**src/rtl/transfer_sender_if.sv**
```systemverilog
// Scanner-side and link-side signals of the serial byte sender.
// The master modport drives loads and peer ready; the slave is the sender.
interface transfer_sender_if #(
  parameter int COUNT_W = 3
);
  logic               loadByte;
  logic [7:0]         byteIn;
  logic               readyForTransferIn;
  logic               readyForTransferOut;
  logic               dataOut;
  logic               sending;
  logic [2:0]         byteCounter;
  logic [COUNT_W-1:0] bytesPending;
  logic               bufferFull;
  logic               overflow;

  modport master (
    output loadByte,
    output byteIn,
    output readyForTransferIn,
    input  readyForTransferOut,
    input  dataOut,
    input  sending,
    input  byteCounter,
    input  bytesPending,
    input  bufferFull,
    input  overflow
  );

  modport slave (
    input  loadByte,
    input  byteIn,
    input  readyForTransferIn,
    output readyForTransferOut,
    output dataOut,
    output sending,
    output byteCounter,
    output bytesPending,
    output bufferFull,
    output overflow
  );
endinterface

```
**src/rtl/transfer_sender.sv**
```systemverilog
// Serial link transmitter: byte FIFO feeding an MSB-first shifter.
// Bytes stream back-to-back while the peer stays ready at boundaries.
module transfer_sender #(
  parameter int DEPTH   = 4,
  parameter int COUNT_W = 3
) (
  input logic               clk,
  input logic               rst,
  transfer_sender_if.slave  bus
);
  localparam int PW = (DEPTH > 1) ? $clog2(DEPTH) : 1;

  typedef enum logic [1:0] {
    IDLE    = 2'd0,
    REQUEST = 2'd1,
    SEND    = 2'd2
  } state_t;

  state_t             state_q;
  logic [7:0]         mem_q [DEPTH];
  logic [PW-1:0]      head_q, tail_q;
  logic [COUNT_W-1:0] count_q, count_d;
  logic [7:0]         shift_q;
  logic [2:0]         bitcnt_q;
  logic               rdy_q, send_q, ovf_q;
  logic               full, empty, pop, push;

  function automatic logic [PW-1:0] nxt(input logic [PW-1:0] p);
    return (p == PW'(DEPTH-1)) ? '0 : p + 1'b1;
  endfunction

  always_comb begin
    full  = (count_q == COUNT_W'(DEPTH));
    empty = (count_q == '0);
    // Pops only happen when the shifter is (re)loaded
    pop   = !empty && bus.readyForTransferIn &&
            ((state_q == REQUEST) ||
             (state_q == SEND && bitcnt_q == 3'd7));
    push  = bus.loadByte && (!full || pop);
    count_d = count_q + COUNT_W'(push) - COUNT_W'(pop);
  end

  always_ff @(posedge clk) begin
    if (push) mem_q[tail_q] <= bus.byteIn;
  end

  always_ff @(posedge clk or negedge rst) begin
    if (!rst) begin
      state_q  <= IDLE;
      head_q   <= '0;
      tail_q   <= '0;
      count_q  <= '0;
      shift_q  <= '0;
      bitcnt_q <= '0;
      rdy_q    <= 1'b0;
      send_q   <= 1'b0;
      ovf_q    <= 1'b0;
    end else begin
      count_q <= count_d;
      if (push) tail_q <= nxt(tail_q);
      if (bus.loadByte && !push) ovf_q <= 1'b1;
      if (pop) begin
        head_q   <= nxt(head_q);
        shift_q  <= mem_q[head_q];
        bitcnt_q <= '0;
      end
      unique case (state_q)
        IDLE: begin
          if (!empty) begin
            state_q <= REQUEST;
            rdy_q   <= 1'b1;
          end
        end
        REQUEST: begin
          if (pop) begin
            state_q <= SEND;
            send_q  <= 1'b1;
          end
        end
        SEND: begin
          if (bitcnt_q == 3'd7) begin
            if (!pop) begin
              state_q <= IDLE;
              rdy_q   <= 1'b0;
              send_q  <= 1'b0;
            end
          end else begin
            shift_q  <= {shift_q[6:0], 1'b0};
            bitcnt_q <= bitcnt_q + 3'd1;
          end
        end
        default: begin
          state_q <= IDLE;
          rdy_q   <= 1'b0;
          send_q  <= 1'b0;
        end
      endcase
    end
  end

  assign bus.readyForTransferOut = rdy_q;
  assign bus.sending             = send_q;
  assign bus.dataOut             = send_q & shift_q[7];
  assign bus.byteCounter         = send_q ? bitcnt_q : 3'd0;
  assign bus.bytesPending        = count_q;
  assign bus.bufferFull          = full;
  assign bus.overflow            = ovf_q;
endmodule

```
**src/flat_wrapper.sv**
```systemverilog
// flat-port wrapper written by rule: the top's interface ports become plain ports
module transfer_sender_flat 
#(
  parameter int DEPTH   = 4,
  parameter int COUNT_W = 3
)
  (clk, rst, bus_loadByte, bus_byteIn, bus_readyForTransferIn, bus_readyForTransferOut, bus_dataOut, bus_sending, bus_byteCounter, bus_bytesPending, bus_bufferFull, bus_overflow);
  transfer_sender_if #(.COUNT_W(COUNT_W)) bus_i ();
  input logic clk;
  input logic rst;
  input wire logic [$bits(bus_i.loadByte)-1:0] bus_loadByte;
  input wire logic [$bits(bus_i.byteIn)-1:0] bus_byteIn;
  input wire logic [$bits(bus_i.readyForTransferIn)-1:0] bus_readyForTransferIn;
  output wire logic [$bits(bus_i.readyForTransferOut)-1:0] bus_readyForTransferOut;
  output wire logic [$bits(bus_i.dataOut)-1:0] bus_dataOut;
  output wire logic [$bits(bus_i.sending)-1:0] bus_sending;
  output wire logic [$bits(bus_i.byteCounter)-1:0] bus_byteCounter;
  output wire logic [$bits(bus_i.bytesPending)-1:0] bus_bytesPending;
  output wire logic [$bits(bus_i.bufferFull)-1:0] bus_bufferFull;
  output wire logic [$bits(bus_i.overflow)-1:0] bus_overflow;
  assign bus_i.loadByte = bus_loadByte;
  assign bus_i.byteIn = bus_byteIn;
  assign bus_i.readyForTransferIn = bus_readyForTransferIn;
  assign bus_readyForTransferOut = bus_i.readyForTransferOut;
  assign bus_dataOut = bus_i.dataOut;
  assign bus_sending = bus_i.sending;
  assign bus_byteCounter = bus_i.byteCounter;
  assign bus_bytesPending = bus_i.bytesPending;
  assign bus_bufferFull = bus_i.bufferFull;
  assign bus_overflow = bus_i.overflow;
  transfer_sender #(.DEPTH(DEPTH), .COUNT_W(COUNT_W)) u_core (.clk(clk), .rst(rst), .bus(bus_i));
endmodule
```
**config.mk**
```make
export PLATFORM = sky130hd
export DESIGN_NAME = transfer_sender_flat
export DESIGN_NICKNAME = d
export VERILOG_FILES = /design/src/rtl/transfer_sender_if.sv /design/src/rtl/transfer_sender.sv /design/src/flat_wrapper.sv
export SDC_FILE = /design/constraint.sdc
export NUM_CORES = 1
export LEC_CHECK = 0
export CAP_MARGIN = 20
export CORE_MARGIN = 8
export CORE_UTILIZATION = 30
export CTS_BUF_LIST = sky130_fd_sc_hd__clkbuf_16
export DETAILED_ROUTE_END_ITERATION = 8
export PLACE_DENSITY_LB_ADDON = 0.08
export RECOVER_POWER = 50
export SLEW_MARGIN = 30
export SYNTH_ARGS = -nofsm -noshare
export SYNTH_HDL_FRONTEND = slang
export SYNTH_SLANG_ARGS = --single-unit
```
**constraint.sdc**
```tcl
create_clock -name clk -period 3.81 [get_ports clk]
set_input_delay 0.381 -clock clk [delete_from_list [all_inputs] [get_ports clk]]
set_output_delay 0.381 -clock clk [all_outputs]
set_load 0.01 [all_outputs]
```
== After elaboration in Yosys (flattened, before gate mapping) ==
Memory sizes are Yosys's and may differ from the RTL's.
Cells that the tools add are included.

* Memories: 1
* Input port bits: 12
* Flip-flop bits (word level): 23
* Output and inout port bits: 11
* Logic and storage cells: 65
* Bits in writable memories: 32

{| class="wikitable"
|+ Memory list
! memory !! depth !! bits a word !! rd ports !! clocked after memory_dff !! write ports !! RTL line !! source
|-
| u_core.mem_q || 4 || 8 || 1 || 0 || 1 || transfer_sender.sv:20 || <nowiki>logic [7:0] mem_q [DEPTH];</nowiki>
|}

* Equal/unequal tests: 10
* Reductions and logical operators: 15
* Bitwise gates (word level): 3
* Muxes and demuxes: 22
* Add/sub/neg operators: 5

{| class="wikitable"
|+ Operators with widths
! kind !! count
|-
| 8-bit 2-to-1 mux || 3
|-
| 2-bit 2-to-1 mux || 6
|-
| 3-bit 2-to-1 mux || 4
|-
| 4-bit AND reduction || 3
|-
| 2-bit == test (second input constant) || 3
|-
| 3-bit == test (second input constant) || 2
|-
| 1-bit 2-to-1 mux || 6
|-
| 2-bit inequality test (second input constant) || 3
|-
| 1-bit one-hot mux with 3 select lines || 2
|-
| 2-bit one-hot mux with 3 select lines || 1
|-
| 1-bit logical AND || 5
|-
| 2-bit by 1-bit adder with 2-bit output (second input constant) || 2
|-
| 3-bit by 1-bit adder with 3-bit output || 1
|-
| 3-bit by 1-bit adder with 3-bit output (second input constant) || 1
|-
| 1-bit zero test || 3
|-
| 3-bit zero test || 1
|-
| 3-bit by 1-bit subtractor with 3-bit output || 1
|-
| 2-bit by 1-bit == test with 1-bit output (second input constant) || 1
|-
| 2-bit zero test || 1
|-
| 1-bit logical OR || 2
|-
| 2-bit by 1-bit inequality test with 1-bit output (second input constant) || 1
|-
| 1-bit inverter || 2
|-
| 1-bit AND || 1
|}

== Depth between registers and ports, before layout ==
* Word-level depth: 8
* Gate-level depth with buffers: 12
* Mapped depth without buffers: 11

== Worst setup path after synthesis ==
OpenSTA, ideal clock, no wires.

* Path type: flip-flop to flip-flop
* Start point: register u_core.bitcnt_q[0]
* End point: register u_core.count_q[2], in the netlist u_core.bus.bytesPending[2]
* Clock period less this slack: 2.594 ns
* Library setup time: 0.123 ns
* Slack: 1.216 ns
* Stages on the path, launching flop included: 13
* Arrival: 2.471 ns
* Buffers on the path: 1
* Cells stage by stage: dfrtp_1 ha_1 ha_1 and3b_1 o21ai_4 inv_4 buf_6 ha_1 inv_1 ha_1 fa_1 xnor2_1 xnor2_1

* Cells in the longest elaborated chain, start to end: 8

{| class="wikitable"
|+ Ends and longest elaborated chain
! item !! RTL line !! source
|-
| from (decl) || transfer_sender.sv:24 || <nowiki>logic [2:0] bitcnt_q;</nowiki>
|-
| from (signal assigned) || transfer_sender.sv:89 || <nowiki>bitcnt_q <= bitcnt_q + 3'd1;</nowiki>
|-
| 3-bit == test (*) || transfer_sender.sv:38 || <nowiki>(state_q == SEND && bitcnt_q == 3'd7));</nowiki>
|-
| 1-bit logical AND (*) || transfer_sender.sv:38 ||
|-
| 1-bit logical OR (*) || transfer_sender.sv:37 || <nowiki>((state_q == REQUEST) ||</nowiki>
|-
| 1-bit logical AND (*) || transfer_sender.sv:36 || <nowiki>pop = !empty && bus.readyForTransferIn &&</nowiki>
|-
| 1-bit logical OR || transfer_sender.sv:39 || <nowiki>push = bus.loadByte && (!full || pop);</nowiki>
|-
| 1-bit logical AND || transfer_sender.sv:39 ||
|-
| 3-bit by 1-bit adder with 3-bit output || transfer_sender.sv:40 || <nowiki>count_d = count_q + COUNT_W'(push) - COUNT_W'(pop);</nowiki>
|-
| 3-bit by 1-bit subtractor with 3-bit output (*) || transfer_sender.sv:40 ||
|-
| named net u_core.count_d[2] || transfer_sender.sv:22 || <nowiki>logic [COUNT_W-1:0] count_q, count_d;</nowiki>
|-
| to (signal assigned) || transfer_sender.sv:59 || <nowiki>count_q <= count_d;</nowiki>
|-
| to (decl) || transfer_sender.sv:22 ||
|}

The timed path passes the listed nets; every way through them passes the cells marked *.
A chain may end at the register's enable or synchronous reset.

== Worst setup path in the final report ==
Ends and elaborated chain as after synthesis.

==> flow_summary.ini <==
[grt]
grt_pass1_wl_um = 7250
antenna_found_initial = 0
grt_pass1_vias = 1401
overflow = 0
grt_max_degree = 24
grt_usage_pct = 8.44

[routing]
met3_length_um = 210
drt-total-wl_um = 4400
ant_nets = 0
post_drt_wl_per_cell_um = 15.6
vias = 1318
wl_met2_um = 2120
drc = 0
drt-met1-wl_um = 2010
dr.pass1.iters = 4
drtIter0Drc = 35
vias_per_cell = 4.67
highest_layer = met4

[synth]
synthTopCellsByCount = edfxtp_1 (32), dfrtp_1 (23), nand2_1 (12), inv_1 (10), ha_1 (9)
syn_area_um2 = 2390
synthArstFlopShare_pct = 41.8
syn_avg_cell_area_um2 = 15.4
synth_most_common_cell = edfxtp_1
synthFlopType = edfxtp_1
synth_fp_nets = 177
synth_edf_count = 32
yosys.cell_types.count = 37
syn-instance-count = 155
yosys.area.top_type_share_pct = 40.3
synth_seq_area_share_pct = 64.4
synth_largest_area_cell = edfxtp_1
synthTopCellsByArea = edfxtp_1 (40%), dfrtp_1 (24%), mux4_2 (7.6%)
synth-seq-cells = 55
yosys_warnings = 0

[power]
intPower_mw = 1.49
switching_share_pct = 31.9
power_mw = 2.19
power_frac_seq_pct = 45.4
p_per_area_nw_per_um2 = 765
ir_worst_vdd_v = 0.000234
pwr-share-comb_pct = 31.2
p_leak_nw = 1.09
p_switching_mw = 0.699
p_clk_share_pct = 23.3

[critical_path]
arrival_ns = 2.92
path_class = register to register
crit_path_start_kind = register
critPathMaxFanout = 11
r2r_start = u_core.bitcnt_q[0]
r2r_slack_ns = 1.10
r2r_cells = 11
endpoint_kind = register
required_ns = 4.02
reg2reg_to = u_core.bus.bytesPending[2]

[job]
maxCapViolCount = 0

[cts]
clk_path_buf_depth = 2
cts_tree = done
cts_setup_buffers = 0
cts.sinks = 55
clock-root-buffer = clkbuf_16
cts_resized = 0
clkLatencyLatePin_ns = 0.29
numCtsBuffers = 5
cts.htree.levels = 2
ctsHoldBuffers = 0
clk_pin_slew_ns = 0.07

[layout]
drive_above_1_share_pct = 12.8
area_growth_pct = 20.0
fin_cells = 282
design_area_um2 = 2860
fin_nets = 201
n_antenna_cell = 0

[sta]
relSlewSlack_pct = 13.5
worst_slew_pin_slew_ns = 1.30
hold_viol = 0
period_needed_ns = 2.71
max_freq_mhz = 369
report.final.slew_viol_count = 0
finalSetupTns_ns = 0
rsz0062_at_grt = no
setup_viol = 0
finalCritPeriodShare_pct = 71.2
finalClockSkew_ns = 0.00498
holdWs_ns = 0.361

[floorplanning]
die_y_um = 105
die_x_um = 105
start_util_pct = 30.9
core_um2 = 7730
num_rows = 32
die-area_um2 = 11100
ios = 23

[run_status]
status = finished clean

[place]
portBuffers = 22
gp_congestion = 0.717
postPlaceCellArea_um2 = 2700
dpl.hpwl_um = 3060
dp_cells = 274

[hold_path]
hold_class = input port to asynchronous set/reset pin
-- worst max-delay path by stage --
stage / startpoint / end / depth (start not counted)
after floorplan: u_core.bitcnt_q[0] / u_core.bus.bytesPending[2] / 12
after global placement: u_core.bitcnt_q[0] / u_core.bus.bytesPending[2] / 11
after detailed placement: u_core.bitcnt_q[0] / u_core.bus.bytesPending[2] / 11
after CTS: u_core.bitcnt_q[0] / u_core.bus.bytesPending[2] / 11
after global routing: u_core.bitcnt_q[0] / u_core.bus.bytesPending[2] / 11
final: u_core.bitcnt_q[0] / u_core.bus.bytesPending[2] / 11
-- critical path: stages (launching register included) --
cell     delay (ns)
dfrtp_1        0.40
ha_1           0.21
ha_1           0.22
and3b_1        0.22
o21ai_4        0.23
inv_4          0.14
ha_1           0.29
inv_1          0.04
ha_1           0.18
fa_1           0.38
xnor2_1        0.19
xnor2_1        0.14
-- per-layer routing --
metal	GRT usage (%)	vias to the layer above
li1	-	615
met1	9.98	676
met2	13.8	22
met3	2.95	5
met4	3.06	0
met5	0	-
-- registers in the layout (all words and copies together), names as in the netlist --
signal                          count
u_core.bus.sending                  1
u_core.state_q                      2
u_core.mem_q                       32
u_core.bus.overflow                 1
u_core.shift_q                      8
u_core.tail_q                       2
u_core.bus.bytesPending             3
u_core.head_q                       2
u_core.bitcnt_q                     3
u_core.bus.readyForTransferOut      1
-- cell type report --
class                      count  area (um2)
clock buffer                   5         125
clock inverter                 3        42.5
fill                         739        4860
inverter                      11        43.8
multi-input combinational     84         774
sequential                    55        1540
tap                          102         128
timing repair buffer          22         214
-- kinds of logic (layout without fill, tap and decap cells) --
kind of cell,Yosys count,count (layout),share of synthesized area [%]
AOI/OAI and AO/OA,21,21,6.45
xor gates and xnor gates,2,2,0.734
adders and majority gates,10,10,5.56
buffers and inverters,16,41,3.15
DFF,55,55,64.4
muxes,19,19,12.3
and+or+nand+nor,32,32,7.39
-- per-stage QoR --
stage / setup WS, ns / utilization (%)
5_1_grt: 0.900 / 37.1
3_5_place_dp: 1.09 / 34.9
3_3_place_gp: 1.17 / 35.0
4_1_cts: 1.06 / 37.1
6_report: 1.10 / 37.1
2_1_floorplan: 1.22 / -
-- cell usage in the layout (no fill, tap or decap), types with 5 or more instances in the layout --
master,Yosys,final
clkdlybuf4s50_1,0,13
mux4_2,8,8
nand2_1,12,12
dlygate4sd3_1,0,8
edfxtp_1,32,32
dfrtp_1,23,23
o21ai_0,8,8
clkbuf_16,0,5
inv_1,10,10
mux2i_1,8,8
ha_1,9,9
-- power by group through the flow --
stage	logic, mW	clock network [mW]	registers, mW
6_report	0.685	0.511	0.996
5_1_grt	0.767	0.548	1.03
4_1_cts	0.705	0.527	1.00
3_5_place_dp	0.704	0	1.01
3_3_place_gp	0.686	0	1.00
2_1_floorplan	0.522	0	0.936
Power figures use the tool's default switching activity.
